==> config.mk <==
export PLATFORM = sky130hd
export DESIGN_NAME = game_sequencer
export DESIGN_NICKNAME = d
export VERILOG_FILES = /design/src/rtl/game_sequencer.sv
export SDC_FILE = /design/constraint.sdc
export NUM_CORES = 1
export LEC_CHECK = 0
export ABC_CLOCK_PERIOD_IN_PS = 2200
export CORE_ASPECT_RATIO = 0.6
export CORE_MARGIN = 8
export CORE_UTILIZATION = 60
export DETAILED_ROUTE_END_ITERATION = 8
export PLACE_DENSITY = 0.79
export SYNTH_ARGS = -nofsm -noshare
export SYNTH_HDL_FRONTEND = slang
export SYNTH_SLANG_ARGS = --single-unit
==> constraint.sdc <==
create_clock -name clk50MHz -period 2.2 [get_ports clk50MHz]
set_clock_uncertainty 0.05 [all_clocks]
set_input_delay 0.44 -clock clk50MHz [delete_from_list [all_inputs] [get_ports clk50MHz]]
set_output_delay 0.44 -clock clk50MHz [all_outputs]
set_load 0.02 [all_outputs]
==> src/rtl/game_sequencer.sv <==
// Dino-Jump top-level sequencer: IDLE/RUNNING/PAUSED/GAME_OVER FSM driving single-cycle enables.
// Latency: key press -> press_evt 2+DEBOUNCE_CYCLES cycles, FSM outputs one cycle later; no backpressure.
module game_sequencer #(
  parameter int TICK_DIV        = 5000000,
  parameter int DEBOUNCE_CYCLES = 500000,
  parameter int OVER_HOLD_TICKS = 10
) (
  input  logic       clk50MHz,
  input  logic       reset,
  input  logic       jump_n,
  input  logic       pause,
  input  logic       collision,
  output logic [1:0] state,
  output logic       run,
  output logic       tick,
  output logic       jump_req,
  output logic       clear
);

  localparam int DIV_W  = (TICK_DIV > 1) ? $clog2(TICK_DIV) : 1;
  localparam int DEB_W  = (DEBOUNCE_CYCLES > 1) ? $clog2(DEBOUNCE_CYCLES) : 1;
  localparam int HOLD_W = $clog2(OVER_HOLD_TICKS + 1);

  localparam logic [DIV_W-1:0]  DIV_LAST = DIV_W'(TICK_DIV - 1);
  localparam logic [DEB_W-1:0]  DEB_LAST = DEB_W'(DEBOUNCE_CYCLES - 1);
  localparam logic [HOLD_W-1:0] HOLD_MAX = HOLD_W'(OVER_HOLD_TICKS);

  typedef enum logic [1:0] {
    IDLE      = 2'd0,
    RUNNING   = 2'd1,
    PAUSED    = 2'd2,
    GAME_OVER = 2'd3
  } state_t;

  state_t cur_state, next_state;

  logic jump_meta, jump_sync, pause_meta, pause_sync;
  logic key_db;
  logic [DEB_W-1:0] deb_cnt;
  logic press_evt;
  logic [DIV_W-1:0] div_cnt;
  logic [HOLD_W-1:0] hold_cnt;
  logic div_wrap;
  logic clear_next, jump_next, tick_next;

  // Synchronisers reset to the inactive level of each input (jump_n is active-low).
  always_ff @(posedge clk50MHz) begin
    if (reset) begin
      jump_meta  <= 1'b1;
      jump_sync  <= 1'b1;
      pause_meta <= 1'b0;
      pause_sync <= 1'b0;
    end else begin
      jump_meta  <= jump_n;
      jump_sync  <= jump_meta;
      pause_meta <= pause;
      pause_sync <= pause_meta;
    end
  end

  // key_db holds the accepted key level, 1 = released.
  always_ff @(posedge clk50MHz) begin
    if (reset) begin
      deb_cnt   <= '0;
      key_db    <= 1'b1;
      press_evt <= 1'b0;
    end else begin
      press_evt <= 1'b0;
      if (jump_sync == key_db) begin
        deb_cnt <= '0;
      end else if (deb_cnt == DEB_LAST) begin
        deb_cnt   <= '0;
        key_db    <= jump_sync;
        press_evt <= ~jump_sync;
      end else begin
        deb_cnt <= deb_cnt + DEB_W'(1);
      end
    end
  end

  assign div_wrap = (div_cnt == DIV_LAST);

  always_comb begin
    next_state = cur_state;
    clear_next = 1'b0;
    jump_next  = 1'b0;
    case (cur_state)
      IDLE: begin
        if (press_evt) begin
          next_state = RUNNING;
          clear_next = 1'b1;
        end
      end
      RUNNING: begin
        if (collision)       next_state = GAME_OVER;
        else if (pause_sync) next_state = PAUSED;
        else if (press_evt)  jump_next  = 1'b1;
      end
      PAUSED: begin
        if (!pause_sync) next_state = RUNNING;
      end
      GAME_OVER: begin
        if (press_evt && (hold_cnt == HOLD_MAX)) begin
          next_state = RUNNING;
          clear_next = 1'b1;
        end
      end
      default: next_state = IDLE;
    endcase
    tick_next = div_wrap && (cur_state == RUNNING) && (next_state == RUNNING);
  end

  // Divider restarts with clear, so the clear cycle always sees div_cnt == 0.
  always_ff @(posedge clk50MHz) begin
    if (reset) begin
      div_cnt <= '0;
    end else if (clear_next) begin
      div_cnt <= '0;
    end else begin
      case (cur_state)
        IDLE:    div_cnt <= '0;
        PAUSED:  div_cnt <= div_cnt;
        default: div_cnt <= div_wrap ? '0 : div_cnt + DIV_W'(1);
      endcase
    end
  end

  always_ff @(posedge clk50MHz) begin
    if (reset) begin
      hold_cnt <= '0;
    end else if ((cur_state == RUNNING) && (next_state == GAME_OVER)) begin
      hold_cnt <= '0;
    end else if ((cur_state == GAME_OVER) && div_wrap && (hold_cnt != HOLD_MAX)) begin
      hold_cnt <= hold_cnt + HOLD_W'(1);
    end
  end

  always_ff @(posedge clk50MHz) begin
    if (reset) begin
      cur_state <= IDLE;
      run       <= 1'b0;
      tick      <= 1'b0;
      jump_req  <= 1'b0;
      clear     <= 1'b0;
    end else begin
      cur_state <= next_state;
      run       <= (next_state == RUNNING);
      tick      <= tick_next;
      jump_req  <= jump_next;
      clear     <= clear_next;
    end
  end

  assign state = cur_state;

endmodule

# --- Word-level counts from Yosys, hierarchy flattened ---
# Cells that the tools add are included.
word_totals:
  regBits: 58
  in_bits: 5
  output_inout_bits: 6
classes:
  addsub: 3
  eq_ne: 10
  mux: 11
  bitwise_logic: 4
  n_reduce_logical: 13
ops:
  columns: ["operator", "n"]
  rows:
  - ["$pmux 23 s2", 1]
  - ["$add 23x1->23 const B", 1]
  - ["$eq 23x23->1 const B", 1]
  - ["$mux 23", 1]
  - ["$add 19x1->19 const B", 1]
  - ["$eq 19x19->1 const B", 1]
  - ["$mux 2", 5]
  - ["$pmux 2 s4", 1]
  - ["$eq 2x2->1 const B", 3]
  - ["$logic_and 1x1->1", 6]
  - ["$reduce_or 3->1", 2]
  - ["$add 4x1->4 const B", 1]
  - ["$eq 2x1->1 const B", 2]
  - ["$eq 4x4->1 const B", 1]
  - ["$ne 4x4->1 const B", 1]
  - ["$not 1->1", 4]
  - ["$reduce_or 2->1", 2]
  - ["$reduce_or 4->1", 1]
  - ["$logic_not 2->1", 1]
  - ["$mux 1", 2]
  - ["$pmux 1 s2", 1]
  - ["$reduce_and 2->1", 1]
  - ["$eq 1x1->1", 1]

# --- Depth between registers and ports, before layout ---
depth:
  word_depth: 7
  mapped_depth: 8
  ltp_nobuf: 7

# --- Worst setup path before layout ---
# OpenSTA, ideal clock, no wires.
synth_path:
  path_type: "reg-to-reg"
  start: "register cur_state[0] (netlist: state[0])"
  end: "register div_cnt[21]"
  setup_time_ps: 114
  arrival_ps: 1896
  t_required_ps: 2036
  slack_ps: 140
  stages_incl_launch_ff: 8
  path_buffers: 1
  path_cell_list: "dfxtp_1 > inv_1 > ha_1 > clkbuf_1 > nor3_1 > nand4_1 > xor2_1 > nor2_1"
synth_via:
  elab_chain_len: 3
  elab_cells_between_ends: 6
  cone_classes: "eq/ne: 2; mux: 2; reduce/logical: 2"
synth_lines:
  columns: ["element", "line", "source"]
  rows:
  - ["from (decl)", "35", "state_t cur_state, next_state;"]
  - ["from (signal assigned)", "146", "cur_state <= next_state;"]
  - ["$eq 2x2->1 or $logic_not 2->1 (tied branches)", "87, 120", null]
  - ["$pmux 1 s2", "87", "case (cur_state)"]
  - ["$reduce_or 2->1 (no line)", null, null]
  - ["to (signal assigned)", "122", "PAUSED: div_cnt <= div_cnt;"]
  - ["to (signal assigned)", "123", "default: div_cnt <= div_wrap ? '0 : div_cnt + DIV_W'(1);"]
  - ["to (decl)", "41", "logic [DIV_W-1:0] div_cnt;"]
# Parallel ways exist; a longest one is shown, timed or not.
# A chain may end at the register's enable or synchronous reset.

# --- Final worst setup path ---
layout_path:
  start: "register div_cnt[0]"
  end: "register div_cnt[8]"
layout_via:
  elab_chain_len: 3
  elab_cells_between_ends: 4
  cone_classes: "add/sub: 1; eq/ne: 1; mux: 2"
layout_lines:
  columns: ["element", "line", "source"]
  rows:
  - ["$add 23x1->23 or $eq 23x23->1 (tied branches)", "123, 81", null]
  - ["$mux 23 (*)", "123", null]
  - ["$pmux 23 s2 (*)", "120", "case (cur_state)"]
# Mark *: on every way between the ends. The rest lies on a longest branch, timed or not.

==> implementation parameters <==
Parameter                              Value

Power and ir drop
  Sequential share of power    0.461
  Relative contribution of the clock network to total power    0.474
  Power Internal    0.001829 W
  Peak VDD IR    0.4344 mV
  Combinational power share    0.065
  Switching power    0.0005004 W
  Final total power    0.002329 W
  Switching fraction of total power    0.2148
  Cell area power density    713.8 mW/mm^2
  Pleak    1.129 nW

CTS
  Num CTS Buffers    9
  Buffer cell driving the clock tree root    sky130_fd_sc_hd__clkbuf_8
  Number of sinks on the clock net    58
  Maximum number of buffers from clock root to sink    2
  TritonCTS clock tree    yes
  Clock latency reported for the late side of the worst-skew pair    0.34 ns
  Clock-pin transition on the worst setup and hold timing paths    0.06 ns
  H-tree levels    3
  Setup Buffers After CTS    0

STA
  Share of the clock period used by the worst path after layout    0.9421
  Final hold viol count    0
  Unrepaired setup endpoints after global routing    no
  Total negative slack    0 ns
  Max Transition Viols Final    0
  Relative slew slack    0.7033
  Setup slack of the critical path after layout    0.1275 ns
  Slew at the pin closest to its max-slew limit    0.4416 ns
  Fmax    0.4825 GHz
  Worst Hold Margin    0.3579 ns
  Number of setup violations in the final report    0
  Min cycle time layout    2.073 ns

Synth
  Share of synthesized area occupied by flip-flops and latches    0.4228
  Xor and xnor area share after synthesis    0.1052
  Synth Area in Adders    0.04100
  Post-synthesis simple-gate area fraction    0.3134
  Prevailing post-synth register cell    sky130_fd_sc_hd__dfxtp_1
  Number of cells produced by synthesis    312
  Multiplexer area fraction after synthesis    0.003645
  Count of flip-flops with a built-in enable after synthesis    0
  Yosys cell types    48
  Dominant combinational cell family by area after synthesis    simple AND/OR/NAND/NOR gates
  Average instance area after synthesis    8.803 sq um
  Seq cells post-synth    58
  Syn Nets    326
  Async set-or-reset flop fraction in the synthesized netlist    0
  Yosys warns    0
  Fraction of the mapped netlist area in compound gates    0.08519
  Post-synthesis instance area    0.002746 sq mm

Drt
  Number of detailed-route iterations in the first pass    4
  Total detailed-routing wirelength    6012 microns
  Remaining DRCs    0
  Ratio of routed vias to standard cells    5.544
  Average wire length per cell after detail routing    14.66 microns
  Remaining antenna violation count after routing    0
  Vias after detailed routing    2,273
  Drt first-iter violations    227

Global routing
  Pin count of the biggest net entering global routing    18
  Global-route total usage across every layer    0.1901
  Overflow after GRT    0
  Number of global-route vias before repair    2,030
  First-pass GRT wire length    9984 microns
  Antenna violations before repair    0

Final layout
  Area of the multi-input gates    0.001513 sq mm
  Final standard cell area without fillers    0.003263 sq mm
  Total area of sequential cells    0.001161 sq mm
  Most frequent standard cell in the layout excluding fill and tap cells    sky130_fd_sc_hd__dfxtp_1
  Layout filler cell count    315
  Layout net count    356
  Area grow syn2layout    18.82%
  Leading cell types in the layout, fill and taps excluded    58 x sky130_fd_sc_hd__dfxtp_1, 49 x sky130_fd_sc_hd__nor2_1, 22 x sky130_fd_sc_hd__xor2_1
  Number of diodes added for antenna fixing    0
  Ratio of cells with drive above 1 in the final layout    0.1297

Place
  Setup Slack @ Placement    0.1513 ns
  IO buf count    10
  Half-perimeter wire length after detailed placement    4384 microns
  Global placer's final weighted congestion    0.9437
  Placement Cell Area    0.003028 sq mm

Critical path
  Worst R2R Setup Slack    0.13 ns
  Sort of element at the end of the critical path    register
  Path type of the worst setup path    register to register
  Biggest fanout along the worst timing path    5
  Worst EP required    2.42 ns
  Data arrival at the endpoint of the critical path    2.29 ns
  Worst Setup Start Kind    register

Floorplan
  Std-Cell Core Area    0.004493 sq mm
  Effective utilization at floorplan    0.6113
  Die Y-Extent    68.41 microns
  Die extent in x    103.3 microns
  Die Footprint    0.007069 sq mm
  Standard-cell rows    19
  Number of top-level design ports    11

Hold path
  Worst min-delay path class    register to register

Run
  Maximum capacitance violations    0

Run status
  Outcome    completed
-- per-stage QoR --
step | std cells | utilization
floorplan | 312 | -
global placement | 394 | 0.6739
detailed placement | 394 | 0.6739
CTS | 410 | 0.7249
global route | 410 | 0.7263
finish | 410 | 0.7263
-- critical path, cell delays in order (launching register included) --
cell                      delay [ns]
sky130_fd_sc_hd__dfxtp_1        0.40
sky130_fd_sc_hd__ha_1           0.24
sky130_fd_sc_hd__nand3_1        0.20
sky130_fd_sc_hd__or3_1          0.43
sky130_fd_sc_hd__or4b_1         0.52
sky130_fd_sc_hd__a31oi_1        0.17
-- layout make-up --
type                       count  share of cell area
clock buffer                  12             0.04755
clock inverter                 4             0.02262
inverter                       9             0.01035
multi-input combinational    236              0.4636
sequential                    58              0.3558
tap                           63             0.02416
timing repair buffer          28             0.07592
-- worst paths after layout --
kind,start,cells past startpoint,endpoint
max,div_cnt[0]$_SDFFE_PP0N_,5,div_cnt[8]$_SDFFE_PP0N_
min,jump_meta$_SDFF_PP1_,1,jump_sync$_SDFF_PP1_
max reg2reg,div_cnt[0]$_SDFFE_PP0N_,5,div_cnt[8]$_SDFFE_PP0N_
min reg2reg,jump_meta$_SDFF_PP1_,1,jump_sync$_SDFF_PP1_
-- cells in the mapped netlist (2+ instances only) --
master / count / area share
sky130_fd_sc_hd__or2_2: 4 / 0.0091
sky130_fd_sc_hd__o21ai_0: 6 / 0.011
sky130_fd_sc_hd__clkbuf_1: 7 / 0.0096
sky130_fd_sc_hd__nand4b_1: 2 / 0.0064
sky130_fd_sc_hd__nor3_1: 12 / 0.022
sky130_fd_sc_hd__dfxtp_1: 58 / 0.42
sky130_fd_sc_hd__nand4_1: 10 / 0.023
sky130_fd_sc_hd__nand3_1: 19 / 0.035
sky130_fd_sc_hd__nand2b_1: 6 / 0.014
sky130_fd_sc_hd__nor4b_1: 2 / 0.0064
sky130_fd_sc_hd__nor2b_1: 3 / 0.0068
sky130_fd_sc_hd__xor2_1: 22 / 0.070
sky130_fd_sc_hd__o21bai_1: 2 / 0.0055
sky130_fd_sc_hd__and4_1: 6 / 0.019
sky130_fd_sc_hd__or3_1: 3 / 0.0068
sky130_fd_sc_hd__and3b_1: 2 / 0.0064
sky130_fd_sc_hd__xnor2_1: 11 / 0.035
sky130_fd_sc_hd__inv_1: 9 / 0.012
sky130_fd_sc_hd__and3_1: 5 / 0.011
sky130_fd_sc_hd__ha_1: 9 / 0.041
sky130_fd_sc_hd__a211oi_1: 2 / 0.0055
sky130_fd_sc_hd__nor4_1: 4 / 0.0091
sky130_fd_sc_hd__a31oi_1: 5 / 0.011
sky130_fd_sc_hd__a21oi_1: 13 / 0.024
sky130_fd_sc_hd__nand3b_1: 3 / 0.0082
sky130_fd_sc_hd__nand2_1: 17 / 0.023
sky130_fd_sc_hd__nor2_1: 49 / 0.067
-- routing by layer --
| layer | vias to the layer above | share of wire | GRT usage |
|---|---|---|---|
| met5 | - | 0 | 0 |
| met4 | 0 | 0.0042 | 0.08050 |
| met3 | 2 | 0.094 | 0.08122 |
| met2 | 76 | 0.37 | 0.2337 |
| met1 | 1029 | 0.53 | 0.2742 |
| li1 | 1166 | - | - |
-- power by group through the flow --
stage | clock network [W] | registers (W) | logic (W)
after floorplan | 0 | 0.00110 | 0.0000879
after global placement | 0 | 0.00110 | 0.000145
after detailed placement | 0 | 0.00110 | 0.000147
after CTS | 0.00113 | 0.00107 | 0.000149
after global routing | 0.00118 | 0.00107 | 0.000167
final | 0.00110 | 0.00107 | 0.000152
-- sequential cells by signal (all words and copies together), names as in the netlist, 2 cells and up --
name	count
div_cnt	23
hold_cnt	4
deb_cnt	19
state	2
-- cells by family (layout without fill, tap and decap cells) --
logic type / after synthesis / after routing
xor gates and xnor gates: 33 / 33
adders and majority gates: 9 / 9
buffers and inverters: 18 / 53
AOI/OAI and AO/OA: 36 / 36
DFF: 58 / 58
and+or+nand+nor: 157 / 157
muxes: 1 / 1
-- timing repair --
item                       in CTS  in global routing
hold buffers                    0                  0
setup endpoints to repair       0                  4
resized for setup               0                  2
Note: power is estimated with default switching activity, not from simulation.
==> edit, RTL diff (config.mk and constraints unchanged) <==
Reset style: asynchronous (`reset`), changed in 5 clocked blocks. Comments in the files are not updated.
--- a/src/rtl/game_sequencer.sv
+++ b/src/rtl/game_sequencer.sv
@@ -44,7 +44,7 @@
   logic clear_next, jump_next, tick_next;
 
   // Synchronisers reset to the inactive level of each input (jump_n is active-low).
-  always_ff @(posedge clk50MHz) begin
+  always_ff @(posedge clk50MHz or posedge reset) begin
     if (reset) begin
       jump_meta  <= 1'b1;
       jump_sync  <= 1'b1;
@@ -59,7 +59,7 @@
   end
 
   // key_db holds the accepted key level, 1 = released.
-  always_ff @(posedge clk50MHz) begin
+  always_ff @(posedge clk50MHz or posedge reset) begin
     if (reset) begin
       deb_cnt   <= '0;
       key_db    <= 1'b1;
@@ -111,7 +111,7 @@
   end
 
   // Divider restarts with clear, so the clear cycle always sees div_cnt == 0.
-  always_ff @(posedge clk50MHz) begin
+  always_ff @(posedge clk50MHz or posedge reset) begin
     if (reset) begin
       div_cnt <= '0;
     end else if (clear_next) begin
@@ -125,7 +125,7 @@
     end
   end
 
-  always_ff @(posedge clk50MHz) begin
+  always_ff @(posedge clk50MHz or posedge reset) begin
     if (reset) begin
       hold_cnt <= '0;
     end else if ((cur_state == RUNNING) && (next_state == GAME_OVER)) begin
@@ -135,7 +135,7 @@
     end
   end
 
-  always_ff @(posedge clk50MHz) begin
+  always_ff @(posedge clk50MHz or posedge reset) begin
     if (reset) begin
       cur_state <= IDLE;
       run       <= 1'b0;
Function: no difference found for any inputs over 10 cycles, from zero or initial values and one cycle with reset high; that may be too few to reach the edited logic, so the function may still have changed.
==> edit against the unedited design <==
- worst setup slack got worse by 0.074 ns
- cell count rose by 8.8%
- design area up 15%
- utilization increased by 1.8 points
- synthesized area grew 13%
- sequential cell count did not move
- wire length increased by 22%
- fmax down 3.4%
- hold slack got worse by 0.047 ns
- first-iteration DRC count grew 22%
- critical path type unchanged
Power is not compared: it rests on default switching activity, and its combinational part moved more than twofold at a synthesized area within 25%.
==> edit: results (changes against the unedited design) <==
- Outcome: complete, no violations
- Diodes inserted: 0 (unchanged)
- Post-Syn Nets: 358 (+9.8%)
- Met3 usage: 5.282% (-2.8 points)
- Post-DR wirelength/cell: 16.43 um (+12%)
- H-tree Lvls: 3 (unchanged)
- First drt pass iteration count: 6 (+2)
- DP HPWL: 4881 um (+11%)
- Crit-path max FO: 5 (unchanged)
- Compound-Gate Fraction of Synth Area: 10.50% (+2.0 points)
- Ranking of synthesized cells by area: dfrtp_1 44%, nand3_1 4.2%, nor2_1 4.1%
- Met3 WL: 519 um (-7.8%)
- Placer Congestion: 0.9016 (-4.5%)
- Worst-Skew Late Latency: 0.34 ns (about the same)
- Dominant synthesized flop cell: dfrtp_1
- Met2 Usage GRT: 26.66% (+3.3 points)
- First-pass GRT wire length: 12,040 um (+21%)
- Metal-1 WL: 3604 um (+12%)
- Adder-cell share of the synthesized area: 4.023% (-0.078 points)
- Vias in the first global route: 2,428 (+20%)
- Unique masters post-synth: 45 (-6.3%)
- Max_slew headroom: 68.91% (-1.4 points)
- Worst hold start: jump_meta
- Top-area cell type share of the netlist area: 44.25% (+2.0 points)
- Top Layer Used: met4
- Vias per cell: 6.105 (+10%)
- Fraction of layout cells with a size suffix above 1: 14.47% (+1.5 points)
- Reg clk slew, reported paths: 0.07 ns
- Dpl cells: 429 (+8.9%)
- Met2 wire len: 3058 um (+38%)
- Crit path DAT: 2.36 ns (+0.07 ns)
- Syn Area/Cell: 9.068 sq um (+3.0%)
- Post-synthesis xor/xnor area fraction: 5.350% (-5.2 points)
- Startpoint types: flip-flop
- Nets@finish: 390 (+9.6%)
- Asr flop ratio synth: 100.0% (+100 points)
- Total Routing Usage GR: 19.71% (+0.70 points)
- Multiplexer area fraction after synthesis: 1.649% (+1.3 points)
- Met1 Track Usage GR: 28.70% (+1.3 points)
- Largest net degree at the start of global routing: 59 (+41)
- Critical path's slowest cell: or4_1
- Most common library cells after synthesis: 55 x dfrtp_1, 34 x nor2_1, 33 x nand2_1
- Worst-case clock buffer depth: 2 (unchanged)
- Critical R2R Launch: div_cnt[0]
- Fin cells: 446 (+8.8%)
- Hold slack: 0.3108 ns (-0.04715 ns)
- Clk root buf: clkbuf_8
- Placed Area: 0.003458 sq mm (+14%)
- Sequential share of the synthesized area: 46.78% (+4.5 points)
- Starting DRT DRC Count: 278 (+22%)
- Fill count: 345 (+9.5%)
- Register-to-register setup slack: 0.05 ns (-0.07 ns)
-- edit: path summary, 6_finish.rpt --
check                                    to  cells past startpoint
min in group asynchronous        deb_cnt[4]                      3
worst min-delay path              jump_sync                      0
worst max register to register  hold_cnt[3]                      6
worst max-delay path            hold_cnt[3]                      6
worst min register to register    jump_sync                      0
max in group asynchronous         jump_sync                      3
-- edit: cell type report --
type                       count  area share (%)
multi-input combinational    252           41.68
sequential                    58           38.90
timing repair buffer          34           8.489
clock buffer                  11           4.044
clock inverter                 5           2.674
tap                           66           2.206
inverter                      20           2.005
-- edit: logic make-up (layout without fill, tap and decap cells) --
family,after synthesis,count (layout)
AO/OA/AOI/OAI,54,54
adder cells (fa/ha/maj),10,10
buffers and inverters,33,70
multiplexers,5,5
flip-flops,58,58
AND/OR/NAND/NOR,164,164
XOR/XNOR,19,19
-- edit: where the power goes --
part	switching (mW)	total, mW	internal (mW)
combinational	0.0333	0.0527	0.0195
clock	0.419	1.23	0.810
sequential	0.00762	1.08	1.08
-- edit: stage by stage --
| stage | utilization, % | setup slack (ns) |
|---|---|---|
| after global placement | 68.76 | 0.1234 |
| after CTS | 73.86 | 0.05520 |
| after detailed placement | 68.76 | 0.007927 |
| after global routing | 74.43 | -0.02270 |
| final | 74.43 | 0.05354 |
| after floorplan | - | 0.05527 |
-- edit: repair_timing --
item / in CTS / in global routing
pin swaps: 0 / 1
setup buffers: 0 / 1
gates resized for setup: 1 / 5
endpoints found under the setup margin: 1 / 12
-- edit: critical path: cells and delay by family, from the launching register on --
family	cells	cell delay, ns
compound gates	1	0.16
fa+ha+maj	1	0.19
flops	1	0.34
simple gates	4	1.33
